`src/rtl/ac_store_buffer_if.sv`:
```
// rtl/ac_store_buffer_if.sv - store buffer signal bundle; fwd_* present only with STORE_FORWARD_EN
interface ac_store_buffer_if #(
  parameter int DATA_W = 16,
  parameter int ADDR_W = 12,
  parameter int DEPTH  = 4
);
  localparam int CNT_W = $clog2(DEPTH) + 1;

  logic              st_valid;
  logic [ADDR_W-1:0] st_addr;
  logic [DATA_W-1:0] st_data;
  logic              st_ready;
  logic [ADDR_W-1:0] mem_addr;
  logic [DATA_W-1:0] mem_wdata;
  logic              mem_we;
  logic              mem_ack;
  logic              sb_empty;
  logic [CNT_W-1:0]  sb_count;
`ifdef STORE_FORWARD_EN
  logic [ADDR_W-1:0] fwd_addr;
  logic              fwd_hit;
  logic [DATA_W-1:0] fwd_data;
`endif

  // Core/memory side: issues stores, acknowledges writes, performs lookups
  modport master (
    output st_valid, st_addr, st_data, mem_ack,
`ifdef STORE_FORWARD_EN
    output fwd_addr,
    input  fwd_hit, fwd_data,
`endif
    input  st_ready, mem_addr, mem_wdata, mem_we, sb_empty, sb_count
  );

  // Store buffer side
  modport slave (
    input  st_valid, st_addr, st_data, mem_ack,
`ifdef STORE_FORWARD_EN
    input  fwd_addr,
    output fwd_hit, fwd_data,
`endif
    output st_ready, mem_addr, mem_wdata, mem_we, sb_empty, sb_count
  );
endinterface

```
`src/rtl/ac_store_buffer.sv`:
```
// rtl/ac_store_buffer.sv - in-order AC store FIFO draining to data memory; optional STORE_FORWARD_EN lookup
module ac_store_buffer #(
  parameter int DATA_W = 16,
  parameter int ADDR_W = 12,
  parameter int DEPTH  = 4
) (
  input  logic             clk,
  input  logic             rst_n,
  ac_store_buffer_if.slave sb
);
  localparam int PTR_W = $clog2(DEPTH);
  localparam int CNT_W = PTR_W + 1;

  typedef enum logic {IDLE, WRITE} state_t;

  state_t            state_q, state_d;
  logic [ADDR_W-1:0] addr_mem [DEPTH];
  logic [DATA_W-1:0] data_mem [DEPTH];
  logic [PTR_W-1:0]  wr_ptr_q, rd_ptr_q;
  logic [CNT_W-1:0]  count_q;
  logic [ADDR_W-1:0] mem_addr_q, mem_addr_d;
  logic [DATA_W-1:0] mem_wdata_q, mem_wdata_d;
  logic              mem_we_q, mem_we_d;
  logic              st_ready;
  logic              push;
  logic              pop;

  // Full is judged from the occupancy count so wrapped pointers never alias full/empty
  assign st_ready     = (count_q < CNT_W'(DEPTH));
  assign push         = sb.st_valid & st_ready;
  assign sb.st_ready  = st_ready;
  assign sb.sb_count  = count_q;
  assign sb.sb_empty  = (count_q == '0);
  assign sb.mem_addr  = mem_addr_q;
  assign sb.mem_wdata = mem_wdata_q;
  assign sb.mem_we    = mem_we_q;

  // Entry storage; contents are qualified by count_q so it needs no reset
  always_ff @(posedge clk) begin
    if (push) begin
      addr_mem[wr_ptr_q] <= sb.st_addr;
      data_mem[wr_ptr_q] <= sb.st_data;
    end
  end

  // Pointers and occupancy; the in-flight head is only released by pop
  always_ff @(posedge clk or negedge rst_n) begin
    if (!rst_n) begin
      wr_ptr_q <= '0;
      rd_ptr_q <= '0;
      count_q  <= '0;
    end else begin
      if (push) wr_ptr_q <= wr_ptr_q + PTR_W'(1);
      if (pop)  rd_ptr_q <= rd_ptr_q + PTR_W'(1);
      if (push && !pop)      count_q <= count_q + CNT_W'(1);
      else if (pop && !push) count_q <= count_q - CNT_W'(1);
    end
  end

  // Drain FSM state and registered memory-port outputs
  always_ff @(posedge clk or negedge rst_n) begin
    if (!rst_n) begin
      state_q     <= IDLE;
      mem_addr_q  <= '0;
      mem_wdata_q <= '0;
      mem_we_q    <= 1'b0;
    end else begin
      state_q     <= state_d;
      mem_addr_q  <= mem_addr_d;
      mem_wdata_q <= mem_wdata_d;
      mem_we_q    <= mem_we_d;
    end
  end

  // Next state: load head when idle and non-empty, hold the write until ack, then bubble
  always_comb begin
    state_d     = state_q;
    mem_addr_d  = mem_addr_q;
    mem_wdata_d = mem_wdata_q;
    mem_we_d    = mem_we_q;
    pop         = 1'b0;
    case (state_q)
      IDLE: begin
        if (count_q != '0) begin
          mem_addr_d  = addr_mem[rd_ptr_q];
          mem_wdata_d = data_mem[rd_ptr_q];
          mem_we_d    = 1'b1;
          state_d     = WRITE;
        end
      end
      WRITE: begin
        if (sb.mem_ack) begin
          pop      = 1'b1;
          mem_we_d = 1'b0;
          state_d  = IDLE;
        end
      end
      default: state_d = IDLE;
    endcase
  end

`ifdef STORE_FORWARD_EN
  logic [PTR_W-1:0]  fwd_idx;
  logic              fwd_hit;
  logic [DATA_W-1:0] fwd_data;

  assign sb.fwd_hit  = fwd_hit;
  assign sb.fwd_data = fwd_data;

  // Scan oldest to youngest so the youngest matching held entry wins
  always_comb begin
    fwd_hit  = 1'b0;
    fwd_data = '0;
    fwd_idx  = rd_ptr_q;
    for (int i = 0; i < DEPTH; i++) begin
      fwd_idx = rd_ptr_q + PTR_W'(i);
      if ((CNT_W'(i) < count_q) && (addr_mem[fwd_idx] == sb.fwd_addr)) begin
        fwd_hit  = 1'b1;
        fwd_data = data_mem[fwd_idx];
      end
    end
  end
`endif
endmodule

```
`src/flat_wrapper.sv`:
```
// flat-port wrapper written by rule: the top's interface ports become plain ports
module ac_store_buffer_flat 
#(
  parameter int DATA_W = 16,
  parameter int ADDR_W = 12,
  parameter int DEPTH  = 4
)
  (clk, rst_n, sb_st_valid, sb_st_addr, sb_st_data, sb_mem_ack, sb_st_ready, sb_mem_addr, sb_mem_wdata, sb_mem_we, sb_sb_empty, sb_sb_count);
  ac_store_buffer_if #(.DATA_W(DATA_W), .ADDR_W(ADDR_W), .DEPTH(DEPTH)) sb_i ();
  input  logic clk;
  input  logic rst_n;
  input wire logic [$bits(sb_i.st_valid)-1:0] sb_st_valid;
  input wire logic [$bits(sb_i.st_addr)-1:0] sb_st_addr;
  input wire logic [$bits(sb_i.st_data)-1:0] sb_st_data;
  input wire logic [$bits(sb_i.mem_ack)-1:0] sb_mem_ack;
  output wire logic [$bits(sb_i.st_ready)-1:0] sb_st_ready;
  output wire logic [$bits(sb_i.mem_addr)-1:0] sb_mem_addr;
  output wire logic [$bits(sb_i.mem_wdata)-1:0] sb_mem_wdata;
  output wire logic [$bits(sb_i.mem_we)-1:0] sb_mem_we;
  output wire logic [$bits(sb_i.sb_empty)-1:0] sb_sb_empty;
  output wire logic [$bits(sb_i.sb_count)-1:0] sb_sb_count;
  assign sb_i.st_valid = sb_st_valid;
  assign sb_i.st_addr = sb_st_addr;
  assign sb_i.st_data = sb_st_data;
  assign sb_i.mem_ack = sb_mem_ack;
  assign sb_st_ready = sb_i.st_ready;
  assign sb_mem_addr = sb_i.mem_addr;
  assign sb_mem_wdata = sb_i.mem_wdata;
  assign sb_mem_we = sb_i.mem_we;
  assign sb_sb_empty = sb_i.sb_empty;
  assign sb_sb_count = sb_i.sb_count;
  ac_store_buffer #(.DATA_W(DATA_W), .ADDR_W(ADDR_W), .DEPTH(DEPTH)) u_core (.clk(clk), .rst_n(rst_n), .sb(sb_i));
endmodule
```
`config.mk`:
```
export PLATFORM = sky130hd
export DESIGN_NAME = ac_store_buffer_flat
export DESIGN_NICKNAME = d
export VERILOG_FILES = /design/src/rtl/ac_store_buffer_if.sv /design/src/rtl/ac_store_buffer.sv /design/src/flat_wrapper.sv
export SDC_FILE = /design/constraint.sdc
export NUM_CORES = 1
export LEC_CHECK = 0
export CAP_MARGIN = 20
export CORE_MARGIN = 5
export CORE_UTILIZATION = 50
export DETAILED_ROUTE_END_ITERATION = 8
export PLACE_DENSITY_LB_ADDON = 0.08
export SLEW_MARGIN = 20
export SYNTH_ARGS = -nofsm -noshare
export SYNTH_HDL_FRONTEND = slang
export SYNTH_SLANG_ARGS = --single-unit
```
`constraint.sdc`:
```
create_clock -name clk -period 1.9 [get_ports clk]
set_clock_uncertainty 0.05 [all_clocks]
set_input_delay 0.57 -clock clk [delete_from_list [all_inputs] [get_ports clk]]
set_output_delay 0.57 -clock clk [all_outputs]
set_load 0.02 [all_outputs]
```
Yosys cells after proc, flatten, opt, wreduce, memory -nomap -nowiden --
Memories as Yosys holds them, arrays and structs flattened. A register that Yosys moved wholly into a read port is not among the register bits. Index checks and enable logic that the tools add are counted.
Storage, ports and cells: register bits 9, input port bits 32, bits in writable memories 112, memories 2, output and inout bits 34
Cells by class: bitwise operators 2, add/sub/neg operators 4, equal/unequal tests 2, multiplexer cells 12, magnitude comparators 1, reduce and logical (&&, ||, !) cells 11
Memory list:
- u_core.data_mem | depth 4, width 16, read ports 1, clocked after Yosys merged registers in 1, write ports 1, line ac_store_buffer.sv:18 | logic [DATA_W-1:0] data_mem [DEPTH];
- u_core.addr_mem | depth 4, width 12, read ports 1, clocked after Yosys merged registers in 1, write ports 1, line ac_store_buffer.sv:17 | logic [ADDR_W-1:0] addr_mem [DEPTH];
Operators with widths (count):
- 2-to-1 mux 1 bit | 8
- 2-to-1 mux 3 bit | 2
- adder 2 x 1 -> 2 bit, second input constant | 2
- logical NOT 1 bit | 4
- case mux 1 bit (2 select lines) | 2
- AND reduction 2 bit | 2
- adder 3 x 1 -> 3 bit, second input constant | 1
- logical NOT 3 bit | 1
- < comparator 3 bit, second input constant | 1
- nonzero test 3 bit | 1
- subtractor 3 x 1 -> 3 bit, second input constant | 1
- logical AND 1 bit | 2
- != test 2 x 1 -> 1 bit, second input constant | 1
- != test 2 bit, second input constant | 1
- nonzero test 2 bit | 1
- bitwise AND 1 bit | 1
- inverter 1 bit | 1

Longest topological paths before layout --
word-level depth 6, gate-level depth with buffers 8, gate-level depth less buffers 7

Least setup slack after synthesis --
Ideal clock, no wire load.
kind input to register, start input sb_st_valid, end memory u_core.addr_mem[0][0], enable pin, data required time 1.463 ns, arrival time 1.645 ns, stages on the path 3, setup slack -0.182 ns, cell sequence nor2b_1 -> clkbuf_1 -> and2_1
On the way: cells in the longest elaborated chain, start to end 3
Ends and longest elaborated chain:
- start: declaration | line flat_wrapper.sv:12 | input wire logic [$bits(sb_i.st_valid)-1:0] sb_st_valid;
- bitwise AND 1 bit | line ac_store_buffer.sv:30 | assign push = sb.st_valid & st_ready;
- via u_core.push | line ac_store_buffer.sv:25 | logic push;
- 2-to-1 mux 1 bit | line ac_store_buffer.sv:40 | if (push) begin
- 2-to-1 mux 1 bit (not written as such) | line ac_store_buffer.sv:41 | addr_mem[wr_ptr_q] <= sb.st_addr;
- end: declaration | line ac_store_buffer.sv:17
The timed path passes the listed nets, and every way through them passes these cells.

Worst setup path after layout --
start register u_core.count_q[2], in the netlist u_core.sb.sb_count[2], end output sb_st_ready
On the way: cells in the longest elaborated chain, start to end 1
Ends and longest elaborated chain:
- start: declaration | line ac_store_buffer.sv:20 | logic [CNT_W-1:0] count_q;
- start signal: assignment | line ac_store_buffer.sv:55 | if (push && !pop) count_q <= count_q + CNT_W'(1);
- start signal: assignment | line ac_store_buffer.sv:56 | else if (pop && !push) count_q <= count_q - CNT_W'(1);
- < comparator 3 bit | line ac_store_buffer.sv:29 | assign st_ready = (count_q < CNT_W'(DEPTH));
- end: declaration | line flat_wrapper.sv:16 | output wire logic [$bits(sb_i.st_ready)-1:0] sb_st_ready;
Every way passes these cells.

==> run metrics <==
outcome=finished, final reports clean; layout cell share with drive strength beyond 1=34.18%; Comb pwr share=33.6%; global routing usage on met2=25.21%; Std-Cell Rows=38; Clock Path Buffers=2; met3 Track Usage GR=5.389%; Post-Syn Instances=246; CP arrival=1.23 ns; Routed Antenna Nets=0; Max-Cap Viols=0; hold-fix buffers at CTS=0; Final Hold Violating Endpoints=0; RR Endpoint=u_core.sb.sb_count[2]; Residual DRC=0; DIE WIDTH=116.5 um; register bit total from synthesis=149; syn_nets=284; Core ar.=10,980 um^2; kind of critical path=flip-flop to primary output; Reg2Reg Launch Point=u_core.sb.sb_count[2]; Worst setup EP type=primary output; Final Setup Violations=0; Layout Utilization=66.02%; Seq/Total Area, Yosys=75.61%; first drt pass iteration count=4; fin nets=379; Unique masters post-synth=23; most used routing layer=met2; diode count=0; WL/cell=19.15 um; initial antenna violation count=0; CTS Buf Count=17; tightest hold margin=0.02184 ns; io pins=66; internal cell power=8.355 mW; Leak=2.679 nW; peak supply drop=0.9306 mV; gr usage total=15.70%; die height=116.5 um; largest net degree at the start of global routing=30; Register-to-Register Path Depth=7; Netlist Area Pre-Place=5673 um^2; syn_area_per_cell=23.06 um^2; grt met1 use=19.26%; fin area=7251 um^2; global-route wire length before repair=15,180 um; period utilization=97.50%; total congestion overflow=0; CP Max Fanout=4; Clock Pin Slew Worst Setup and Hold Paths=0.06 ns; RD Place Congestion=0.7030; RSZ-0062 raised after global routing=yes; final setup margin=0.04744 ns; Ys Warns=0; # Post-CTS Setup Buffers=0; P&R area growth vs syn=27.81%; pwr dens=1611 nW/um^2; Tmin final=1.853 ns; root buf cell=clkbuf_16; measured slew at the worst slew-check pin=0.3946 ns; IO Port Bufs=65; Hold WC Path Type=input port to async pin; slowest cell on the critical path=dfrtp_1; dpl ws=-0.4609 ns; Final Max Tran Viols=0; sw power=3.327 mW; H-Tree Depth=4; Die ar.=13,580 um^2; CP max stage delay=0.43 ns; overall routed net length=9460 um; cell area after placement=6735 um^2; switching share of power=28.48%; critical path, cell by cell=inv_1 -> clkdlybuf4s15_2; r2r setup slk=0.22 ns; Initial DRC Count=113; DR vias/cell=5.138; delay-heaviest family, CP=flip-flops; CP startpoint kind=flip-flop; HPWL after DPL=6090 um; Overall Power=11.68 mW; Reg power frac=39.3%; Clock power frac=27.1%; clock tree from TritonCTS=built; # clock sinks=149; Slew headroom=73.69%; Placed Cells=462; Final Non-Filler Cells=494; Buffers & Inverters on Critical Path=2; Vias=2,538; Max Fclk=539.8 MHz; initial core utilization=51.65%; vias in the first global route=2,779; Setup TNS=0 ns; Worst Path Required=1.28 ns; clk_lat worst skew=0.42 ns
[registers in the layout, indices dropped and copies added (netlist names)]
signal               flops
u_core.addr_mem         48
u_core.sb.mem_wdata     16
u_core.sb.mem_we         1
u_core.wr_ptr_q          2
u_core.sb.mem_addr      12
u_core.data_mem         64
u_core.rd_ptr_q          2
u_core.state_q           1
u_core.sb.sb_count       3
[cell families after synthesis]
kind of cell / share of synthesized area, %
buffers and inverters: 1.654
flip-flops: 75.61
adder cells (fa/ha/maj): 1.456
multiplexers: 18.90
AO/OA/AOI/OAI: 0.2205
XOR/XNOR: 0.9263
AND/OR/NAND/NOR: 1.235
[cell type report]
type                       instances  area [um^2]
tap                              140        175.2
fill                             726         3732
multi-input combinational         83         1315
sequential                       149         4292
clock inverter                    11        111.4
timing repair buffer              86        892.1
inverter                           4        15.01
clock buffer                      21        450.4
[repair_timing]
| item | in CTS | in global routing |
|---|---|---|
| endpoints found under the setup margin | 35 | 6 |
| resized for setup | 43 | 3 |
| cloned | 0 | 0 |
[cells in the final DEF, fill, tap and decap left out, types with 2 or more instances in the layout]
master / instances
buf_12: 11
nand2_1: 2
bufinv_16: 2
clkinvlp_4: 3
clkbuf_16: 17
buf_4: 11
buf_2: 2
clkinv_2: 5
dfrtp_1: 35
ha_1: 4
dfrtp_2: 2
mux4_2: 28
mux2_4: 28
clkbuf_1: 3
edfxtp_1: 112
inv_1: 4
xnor2_1: 5
and2_2: 4
dlygate4sd2_1: 30
clkdlybuf4s50_1: 30
[cell usage after synthesis]
master	instances	share of area [%]
mux4_2	28	11
o21ai_0	1	0.088
nor2b_1	1	0.11
mux2_2	1	0.20
nor2_2	1	0.11
nand2_1	2	0.13
nor3_4	1	0.29
clkbuf_1	2	0.13
buf_2	3	0.26
dfrtp_1	37	16
xor2_1	1	0.15
and2_1	4	0.44
o21a_1	1	0.13
mux2i_1	1	0.18
ha_1	5	1.1
xnor2_1	5	0.77
buf_6	5	0.99
mux2_4	28	7.4
fa_1	1	0.35
nor2_1	1	0.066
edfxtp_1	112	59
nand3_1	1	0.088
inv_1	4	0.26
[routing by layer]
| layer | up-vias | part of all wire [%] |
|---|---|---|
| li1 | 1169 | - |
| met1 | 1305 | 42 |
| met2 | 51 | 52 |
| met3 | 13 | 4.2 |
| met4 | 0 | 1.9 |
| met5 | - | 0 |
[power groups by stage]
stage                     combinational [mW]  clock [mW]  sequential (mW)
after floorplan                         2.27           0             5.07
after global placement                  4.25           0             4.65
after detailed placement                4.27           0             4.67
after CTS                               4.05        3.25             4.60
after global routing                    4.24        3.37             4.67
final                                   3.93        3.17             4.59
[worst max path at each step]
| stage | startpoint | end | slack (ns) | cells past startpoint |
|---|---|---|---|---|
| 2_1_floorplan | sb_st_valid | u_core.sb.sb_count[2] | 0.01 | 8 |
| 3_3_place_gp | sb_st_valid | u_core.sb.sb_count[2] | -0.43 | 8 |
| 3_5_place_dp | sb_st_valid | u_core.sb.sb_count[2] | -0.46 | 8 |
| 4_1_cts | u_core.sb.sb_count[2] | sb_sb_empty | 0.003 | 2 |
| 5_1_grt | sb_st_valid | u_core.sb.sb_count[2] | -0.04 | 8 |
| 6_report | u_core.sb.sb_count[2] | sb_st_ready | 0.05 | 2 |
(Power assumes the default switching activity.)
